--- config.mk ---
export PLATFORM = sky130hd
export DESIGN_NAME = grid_access_arbiter
export DESIGN_NICKNAME = d
export VERILOG_FILES = /design/src/rtl/grid_pkg.sv /design/src/rtl/grid_rr_arbiter.sv /design/src/rtl/grid_access_arbiter.sv
export SDC_FILE = /design/constraint.sdc
export NUM_CORES = 1
export LEC_CHECK = 0
export ABC_AREA = 1
export CAP_MARGIN = 40
export CORE_MARGIN = 3
export CORE_UTILIZATION = 36
export CTS_BUF_LIST = sky130_fd_sc_hd__clkbuf_4
export DETAILED_ROUTE_END_ITERATION = 6
export PLACE_DENSITY = 0.86
export RECOVER_POWER = 25
export SYNTH_ARGS = -nofsm -noshare
export SYNTH_HDL_FRONTEND = slang
export SYNTH_HIERARCHICAL = 1
export SYNTH_SLANG_ARGS = --single-unit
--- constraint.sdc ---
create_clock -name clk -period 4.07 [get_ports clk]
set_input_delay 0.407 -clock clk [delete_from_list [all_inputs] [get_ports clk]]
set_output_delay 0.407 -clock clk [all_outputs]
set_load 0.02 [all_outputs]
--- src/rtl/grid_pkg.sv ---
// grid_pkg: shared grid geometry, cell codes, payload field offsets and coordinate helpers
package grid_pkg;
   localparam int GRID_X = 32;
   localparam int GRID_Y = 24;
   localparam int ADDR_W = 10;
   localparam int X_W = 5;
   localparam int CELLS = GRID_X * GRID_Y;
   localparam int DISP_MAX_CONSEC = 3;
   localparam logic [3:0] WALL_CODE = 4'b0010;
   localparam int WR_CODE_LSB = 0;
   localparam int WR_Y_LSB = 4;
   localparam int WR_X_LSB = 20;
   localparam int RD_Y_LSB = 0;
   localparam int RD_X_LSB = 16;
   typedef enum logic [3:0] {NULL = 4'd0, SNAKE = 4'd1, ROCK = 4'd2, SNACK = 4'd4} cell_t;
   typedef enum logic {SERVE, CLEAR} state_t;
   // full 16-bit compare so negative wraps such as 16'hFFFF land outside the grid
   function automatic logic in_grid(logic [15:0] x, logic [15:0] y);
      return 32'(x) < GRID_X && 32'(y) < GRID_Y;
   endfunction
   function automatic logic [ADDR_W-1:0] coord_to_addr(logic [15:0] x, logic [15:0] y);
      return {y[ADDR_W-X_W-1:0], x[X_W-1:0]};
   endfunction
   function automatic logic col_used(logic [ADDR_W-1:0] a);
      return 32'(a[X_W-1:0]) < GRID_X;
   endfunction
   localparam logic [ADDR_W-1:0] LAST_ADDR = coord_to_addr(16'(GRID_X - 1), 16'(GRID_Y - 1));
endpackage

--- src/rtl/grid_rr_arbiter.sv ---
// grid_rr_arbiter: display-first RAM slot grant with starvation limit and write/read round-robin
module grid_rr_arbiter #(
   parameter int MAX_CONSEC = 3
) (
   input  logic clk,
   input  logic rst,
   input  logic en,
   input  logic disp_req,
   input  logic wr_req,
   input  logic rd_req,
   output logic disp_gnt,
   output logic wr_gnt,
   output logic rd_gnt
);
   localparam int CW = $clog2(MAX_CONSEC + 1);
   logic [CW-1:0] consec;
   logic rr_rd, ctrl_req, ctrl_win;
   always_comb begin
      ctrl_req = wr_req || rd_req;
      ctrl_win = en && ctrl_req && (!disp_req || 32'(consec) >= MAX_CONSEC);
      wr_gnt = ctrl_win && wr_req && (!rd_req || !rr_rd);
      rd_gnt = ctrl_win && !wr_gnt;
      disp_gnt = en && disp_req && !ctrl_win;
   end
   // consec counts display grants taken while a controller request was left waiting
   always_ff @(posedge clk)
      if (rst) begin
         consec <= '0;
         rr_rd <= 1'b0;
      end else if (ctrl_win) begin
         consec <= '0;
         rr_rd <= !rr_rd;
      end else if (disp_gnt && ctrl_req)
         consec <= consec + 1'b1;
      else if (!ctrl_req)
         consec <= '0;
endmodule

--- src/rtl/grid_access_arbiter.sv ---
// grid_access_arbiter: shares the single-port grid cell RAM between display reads,
// controller writes/reads and a full-grid clear sweep
module grid_access_arbiter
   import grid_pkg::*;
(
   input  logic              clk,
   input  logic              rst,
   input  logic              clear_start,
   output logic              clear_busy,
   input  logic              wr_valid,
   input  logic [35:0]       wr_data,
   output logic              wr_ready,
   input  logic              rd_valid,
   input  logic [31:0]       rd_coord,
   output logic              rd_ready,
   output logic [3:0]        rd_data,
   output logic              rd_data_valid,
   input  logic              disp_req,
   input  logic [ADDR_W-1:0] disp_addr,
   output logic              disp_gnt,
   output logic [3:0]        disp_data,
   output logic              disp_data_valid,
   output logic              ram_en,
   output logic              ram_we,
   output logic [ADDR_W-1:0] ram_addr,
   output logic [3:0]        ram_wdata,
   input  logic [3:0]        ram_rdata
);
   state_t state, state_nxt;
   logic [ADDR_W-1:0] sweep_cnt;
   logic [15:0] wr_x, wr_y, rd_x, rd_y;
   logic wr_in, rd_in, disp_in, serve, sweep_wr, wr_gnt, rd_gnt, disp_win;
   logic rd_tag, rd_wall, disp_tag, disp_void;

   assign wr_x = wr_data[WR_X_LSB +: 16];
   assign wr_y = wr_data[WR_Y_LSB +: 16];
   assign rd_x = rd_coord[RD_X_LSB +: 16];
   assign rd_y = rd_coord[RD_Y_LSB +: 16];
   assign wr_in = in_grid(wr_x, wr_y);
   assign rd_in = in_grid(rd_x, rd_y);
   assign disp_in = 32'(disp_addr) < CELLS;
   assign serve = state == SERVE && !clear_start;

   // only in-grid controller accesses compete for the RAM slot
   grid_rr_arbiter #(.MAX_CONSEC(DISP_MAX_CONSEC)) u_arb (
      .clk,
      .rst,
      .en(serve),
      .disp_req,
      .wr_req(wr_valid && wr_in),
      .rd_req(rd_valid && rd_in),
      .disp_gnt(disp_win),
      .wr_gnt,
      .rd_gnt
   );

   always_ff @(posedge clk)
      if (rst) begin
         state <= SERVE;
         sweep_cnt <= '0;
      end else begin
         state <= state_nxt;
         sweep_cnt <= state == CLEAR ? sweep_cnt + 1'b1 : '0;
      end

   always_comb
      state_nxt = state == SERVE ? (clear_start ? CLEAR : SERVE) : (sweep_cnt == LAST_ADDR ? SERVE : CLEAR);

   always_comb begin
      clear_busy = state == CLEAR || clear_start;
      sweep_wr = state == CLEAR && col_used(sweep_cnt);
      wr_ready = wr_gnt || (serve && wr_valid && !wr_in);
      rd_ready = rd_gnt || (serve && rd_valid && !rd_in);
      disp_gnt = disp_win;
      ram_en = sweep_wr || wr_gnt || rd_gnt || (disp_win && disp_in);
      ram_we = sweep_wr || wr_gnt;
      ram_addr = state == CLEAR ? sweep_cnt :
                 rd_gnt ? coord_to_addr(rd_x, rd_y) :
                 wr_gnt ? coord_to_addr(wr_x, wr_y) :
                 disp_win && disp_in ? disp_addr : '0;
      ram_wdata = wr_gnt ? wr_data[WR_CODE_LSB +: 4] : '0;
   end

   // one tag per reader; both can be live when an off-grid read rides alongside a display grant
   always_ff @(posedge clk)
      if (rst) begin
         rd_tag <= 1'b0;
         rd_wall <= 1'b0;
         disp_tag <= 1'b0;
         disp_void <= 1'b0;
      end else begin
         rd_tag <= rd_valid && rd_ready;
         rd_wall <= !rd_in;
         disp_tag <= disp_req && disp_gnt;
         disp_void <= !disp_in;
      end

   assign rd_data_valid = rd_tag;
   assign rd_data = rd_tag ? (rd_wall ? WALL_CODE : ram_rdata) : '0;
   assign disp_data_valid = disp_tag;
   assign disp_data = disp_tag && !disp_void ? ram_rdata : '0;
endmodule

**After elaboration in Yosys (flattened, before gate mapping)**

Cells that the tools add are included.

- Word-level logic and storage cells: 74
- Input bits: 88
- Output and inout port bits: 30
- Register bits after elaboration: 18

- Reductions and logical operators: 42
- Order comparisons: 6
- Equality and inequality tests: 2
- Add/sub/neg operators: 2
- Bitwise operators: 1
- Multiplexer cells: 13

Operator list:

| kind | count |
|---|---|
| 2-to-1 mux 10 bit | 4 |
| less-than comparator 16 x 5 -> 1 bit (second input constant) | 2 |
| less-than comparator 16 x 6 -> 1 bit (second input constant) | 2 |
| logical AND 1 bit | 21 |
| 2-to-1 mux 4 bit | 4 |
| adder 10 x 1 -> 10 bit (second input constant) | 1 |
| equality test 10 bit (second input constant) | 1 |
| logical NOT 1 bit | 10 |
| less-than comparator 10 bit (second input constant) | 1 |
| logical OR 1 bit | 9 |
| 2-to-1 mux 2 bit | 2 |
| OR reduction 2 bit | 2 |
| 2-to-1 mux 1 bit | 3 |
| adder 2 x 1 -> 2 bit (second input constant) | 1 |
| >= comparator 2 bit (second input constant) | 1 |
| inequality test 2 bit (second input constant) | 1 |
| NOT 1 bit | 1 |

**Longest topological paths before layout**

- Word-level depth: 13
- Depth in mapped cells: 17
- Depth with buffers taken out: 16

**Cells and area by module**

The synthesis kept the hierarchy.

By module, submodules not included:

| module | cells an instance | sequential area each (um^2) | times used | area each (um^2) |
|---|---|---|---|---|
| grid_access_arbiter | 223 | 300.3 | 1 | 1256.2 |
| grid_rr_arbiter | 31 | 60.1 | 1 | 203.9 |

**Least setup slack after synthesis**

No wires, ideal clock.

- Path type: input-to-output
- Start: in wr_data[35]
- End: out ram_addr[8]
- Path buffers: 1
- Slack: 1.441 ns
- Data arrival time: 2.222 ns
- Required time: 3.663 ns
- Stages: 11
- Cells stage by stage: or2_0 -> nor3_1 -> nand3b_1 -> nor2_1 -> inv_1 -> a211oi_2 -> nor2_1 -> inv_1 -> buf_2 -> o21ai_0 -> o21ai_1

- Elaborated cells between the ends (all ways): 17
- Classes of those cells: 1 x order compare; 4 x mux; 12 x reduce/logical

RTL lines:

| item | RTL line | RTL |
|---|---|---|
| from (decl) | grid_access_arbiter.sv:11 | `input logic [35:0] wr_data,` |
| less-than comparator 16 x 6 -> 1 bit * | grid_pkg.sv:19 | `return 32'(x) < GRID_X && 32'(y) < GRID_Y;` |
| logical AND 1 bit * | grid_pkg.sv:19 |  |
| logical AND 1 bit * | grid_access_arbiter.sv:50 | `.wr_req(wr_valid && wr_in),` |
| logical OR 1 bit | grid_rr_arbiter.sv:19 | `ctrl_req = wr_req \|\| rd_req;` |
| logical AND 1 bit (2 in a row) | grid_rr_arbiter.sv:20 | `ctrl_win = en && ctrl_req && (!disp_req \|\| 32'(consec) >= MAX_CONSEC);` |
| logical AND 1 bit * (2 in a row) | grid_rr_arbiter.sv:21 | `wr_gnt = ctrl_win && wr_req && (!rd_req \|\| !rr_rd);` |
| via wr_gnt | grid_access_arbiter.sv:32 | `logic wr_in, rd_in, disp_in, serve, sweep_wr, wr_gnt, rd_gnt, disp_win;` |
| logical NOT 1 bit * | grid_rr_arbiter.sv:22 | `rd_gnt = ctrl_win && !wr_gnt;` |
| logical AND 1 bit * | grid_rr_arbiter.sv:22 |  |
| via rd_gnt | grid_access_arbiter.sv:32 |  |
| 2-to-1 mux 10 bit * | grid_access_arbiter.sv:78 | `rd_gnt ? coord_to_addr(rd_x, rd_y) :` |
| 2-to-1 mux 10 bit * | grid_access_arbiter.sv:77 | `ram_addr = state == CLEAR ? sweep_cnt :` |
| to (decl) | grid_access_arbiter.sv:25 | `output logic [ADDR_W-1:0] ram_addr,` |

Mark *: on every way through the listed nets, which the timed path passes. The rest lies on a longest branch.

**Final worst setup path**

- Start: in wr_data[35]
- End: out ram_addr[9]

The elaborated chain is that of the path after synthesis.

==> results.md <==
* Number of flops mapped to enable cells by yosys at 0
* Critical path's largest stage delay at 0.63 ns
* Worst-Skew Late Latency at 0.30 ns
* Outcome: completed
* NumNets Final at 462
* Antenna violations before repair at 0
* CTS Root Cell: sky130_fd_sc_hd__clkbuf_4
* Syn Inst Count at 254
* Core Region at 3771 µm²
* Placer Congestion at 0.8462
* Max-cap check violation count at 0
* Clock buffers created by TritonCTS at 3
* Storage element area at 360.3 µm²
* Yosys warns at 6
* Via count of the routed design at 1953
* Hold Path Cell Cnt at 2
* Filler cells at 328
* Clock skew after layout at 0.003699 ns
* CP required at 3.66 ns
* Number of H-tree levels at 1
* Post-cts gate resize count at 0
* Cts hold-fix bufs at 0
* Largest net degree at the start of global routing at 23
* Distinct cells, synth at 31
* Reg2reg start: state
* Power per cell area at 158.0 nW/µm²
* Tightest Pin Transition at 0.4603 ns
* Global-route wire length before repair at 8687 µm
* Synthesized flop and latch total at 18
* Global route overflow at 0
* Number of nets produced by synthesis at 344
* Min Clock Period, post-route at 3.693 ns
* Starting density of the core at 0.3872
* Ratio of cells with drive above 1 in the final layout at 0.04852
* Post-route cell area at 2684 µm²
* Clock tree from TritonCTS: yes
* Setup slack of the worst register-to-register path at 2.22 ns
* Type of the tightest min-delay check: flip-flop to flip-flop
* Largest fanout on the critical path at 12
* Die span in x at 69.69 µm
* Nature of the critical path startpoint: input port
* Via count of the first global-routing pass at 1890
* Area delta synth->final at 83.80%
* Clock input transition at the sequential cells of the worst setup and hold paths at 0.10 ns
* Area occupied by multi-input gates at 904.6 µm²
* Critical Path Sink Type: output pin
* Ys async rst share at 0
* Total negative slack at 0 ns
* Post-route DRC violation count at 0
* Final Hold Viols at 0
* Syn Std Cell Area at 1460 µm²
* Hold EP: u_arb/consec[0]
* Worst-path cell chain: clkdlybuf4s50_1, or2_0, nor3_1, nand3b_1, nor2_1, inv_1, a211oi_2, nor2_1, buf_4, inv_1, o21ai_0, o21ai_0, clkdlybuf4s50_1
* Worst-case headroom to the max-slew limit at 0.6931
* Period Utilization, post-route at 0.9073
* Violation count after the first detailed-route iteration at 112
* Detail Placement HPWL at 4512 µm
* Clock buffer depth at 2
* Routed vias/inst at 4.661
* Most common flop cell mapped by yosys: sky130_fd_sc_hd__dfxtp_1
* Count of TritonRoute iterations in the first routing pass at 5
* Fraction of the yosys area taken by sequential cells at 0.2468
* Arr. time, crit path at 3.29 ns
* Static leakage at 1.118 nW
* Count of cells along the worst register-to-register path at 8
* Mean post-synth cell area at 5.749 µm²
* Peak clock frequency supported by timing at 0.2708 GHz
* Routed Wire Length at 5258 µm
* Endpoint of the worst register-to-register path: rd_data_valid
* Maximum resistive drop on vdd at 0.2364 mV
* Cell area after placement at 2673 µm²
* Critical path type: input port to output pin
* Final setup vio count at 0
* CTS sink count at 18
* Chip Height at 69.69 µm
* Top-level I/O count at 118
* Antenna cell count at 0
* Cell row count at 22
* Setup repair bufs after CTS at 0
* Average wire per standard cell at 12.55 µm
* CP max-delay cell: sky130_fd_sc_hd__clkdlybuf4s50_1
* RSZ-0062 raised after global routing: no
* Slew Viols, Final at 0
* Number of buffer cells added on primary ports at 117
* Hold path start: u_arb/consec[0]
* Tot GR Track Use at 0.2131
* Overall die area at 4856 µm²
* Post-route ant nets at 0
[cells in the final DEF (no fill, tap or decap)]
master                            count
sky130_fd_sc_hd__clkdlybuf4s50_1    116
sky130_fd_sc_hd__nand2_1             61
sky130_fd_sc_hd__nor2_1              51
sky130_fd_sc_hd__inv_1               35
sky130_fd_sc_hd__o21ai_1             18
sky130_fd_sc_hd__dfxtp_1             18
sky130_fd_sc_hd__a21oi_1             17
sky130_fd_sc_hd__nand3_1             13
sky130_fd_sc_hd__o21ai_0              4
sky130_fd_sc_hd__nand4_1              3
sky130_fd_sc_hd__nor3_1               3
sky130_fd_sc_hd__clkbuf_4             3
sky130_fd_sc_hd__buf_4                3
sky130_fd_sc_hd__o21a_1               2
sky130_fd_sc_hd__inv_2                2
sky130_fd_sc_hd__a31oi_1              2
sky130_fd_sc_hd__nand2_2              2
sky130_fd_sc_hd__nand3_2              2
sky130_fd_sc_hd__xor2_1               2
sky130_fd_sc_hd__ha_1                 2
sky130_fd_sc_hd__a21oi_2              1
sky130_fd_sc_hd__nor2_2               1
sky130_fd_sc_hd__or2_0                1
sky130_fd_sc_hd__nand3b_1             1
sky130_fd_sc_hd__or3_1                1
sky130_fd_sc_hd__nor4_1               1
sky130_fd_sc_hd__nor2_4               1
sky130_fd_sc_hd__nor3_2               1
sky130_fd_sc_hd__nand4_2              1
sky130_fd_sc_hd__clkinv_1             1
sky130_fd_sc_hd__dlygate4sd3_1        1
sky130_fd_sc_hd__a211oi_2             1
[registers in the layout, indices dropped and copies added, names as in the netlist]
name             count
rd_wall              1
state                1
u_arb/rr_rd          1
disp_void            1
sweep_cnt           10
rd_data_valid        1
u_arb/consec         2
disp_data_valid      1
[worst max-delay path by stage]
stage,startpoint,end,slack [ns],cells after the start
after floorplan,wr_data[35],ram_addr[8],1.44,11
after global placement,wr_data[35],ram_addr[9],0.46,13
after detailed placement,wr_data[35],ram_addr[9],0.39,13
after CTS,wr_data[35],ram_addr[9],0.38,13
after global routing,rd_coord[4],ram_addr[9],0.07,18
final,wr_data[35],ram_addr[9],0.38,13
[power by group]
group	total, W	switching, W	internal, W
logic	0.000152	0.0000538	0.0000978
clock network	0.0000919	0.0000562	0.0000357
registers	0.000181	0.00000164	0.000179
total	0.000424	0.000112	0.000312
[critical path: cells and delay by family]
kind / cells / cell delay (ns)
compound gates: 3 / 0.60
buf+inv: 5 / 1.55
simple gates: 5 / 0.71
[layer usage]
layer | part of all wire | up-vias | routed length [µm] | GRT usage
li1 | - | 1038 | - | -
met2 | 0.51 | 72 | 2660 | 0.3729
met1 | 0.42 | 828 | 2229 | 0.2738
met3 | 0.043 | 15 | 226 | 0.02174
met4 | 0.027 | 0 | 142 | 0.06596
met5 | 0 | - | 0 | 0
[stage by stage]
step | power [W] | util | setup slack (ns) | hold slack, ns | cells
after floorplan | 0.0002280 | - | 1.441 | 0.4400 | 254
after CTS | 0.0004287 | 0.7157 | 0.3772 | 0.4860 | 419
after global routing | 0.0004457 | 0.7117 | 0.07315 | 0.5179 | 419
final | 0.0004240 | 0.7117 | 0.3772 | 0.4852 | 419
after detailed placement | 0.0003370 | 0.7087 | 0.3918 | 0.4705 | 415
after global placement | 0.0003362 | 0.7087 | 0.4594 | 0.4547 | 415
[logic make-up after synthesis]
family	share of synthesized area
xor gates and xnor gates	0.01200
adders and majority gates	0.01714
buffers and inverters	0.1234
DFF	0.2468
and+or+nand+nor	0.4336
AOI/OAI and AO/OA	0.1671
[synthesized netlist by cell type, types with 2 or more instances]
master | n | share of area
sky130_fd_sc_hd__nor2_1 | 49 | 0.13
sky130_fd_sc_hd__nor2_4 | 3 | 0.023
sky130_fd_sc_hd__nand3_2 | 2 | 0.014
sky130_fd_sc_hd__clkbuf_1 | 2 | 0.0051
sky130_fd_sc_hd__a31oi_1 | 2 | 0.0086
sky130_fd_sc_hd__ha_1 | 2 | 0.017
sky130_fd_sc_hd__o21ai_1 | 19 | 0.065
sky130_fd_sc_hd__inv_1 | 35 | 0.090
sky130_fd_sc_hd__nand3_1 | 13 | 0.045
sky130_fd_sc_hd__nand4_1 | 3 | 0.013
sky130_fd_sc_hd__nor3_1 | 3 | 0.010
sky130_fd_sc_hd__o21a_1 | 2 | 0.010
sky130_fd_sc_hd__a21oi_1 | 17 | 0.058
sky130_fd_sc_hd__xor2_1 | 2 | 0.012
sky130_fd_sc_hd__nand2_1 | 61 | 0.16
sky130_fd_sc_hd__nand2_2 | 2 | 0.0086
sky130_fd_sc_hd__inv_2 | 2 | 0.0051
sky130_fd_sc_hd__o21ai_0 | 3 | 0.010
sky130_fd_sc_hd__buf_2 | 3 | 0.010
sky130_fd_sc_hd__dfxtp_1 | 18 | 0.25
[layout make-up]
class	instances	area share
Clock buffer	3	0.008392
Inverter	37	0.05175
Tap cell	48	0.02238
Multi-Input combinational cell	192	0.3371
Sequential cell	18	0.1343
Clock inverter	1	0.001399
Timing Repair Buffer	120	0.4448
Note: power is estimated with default switching activity, not from simulation.
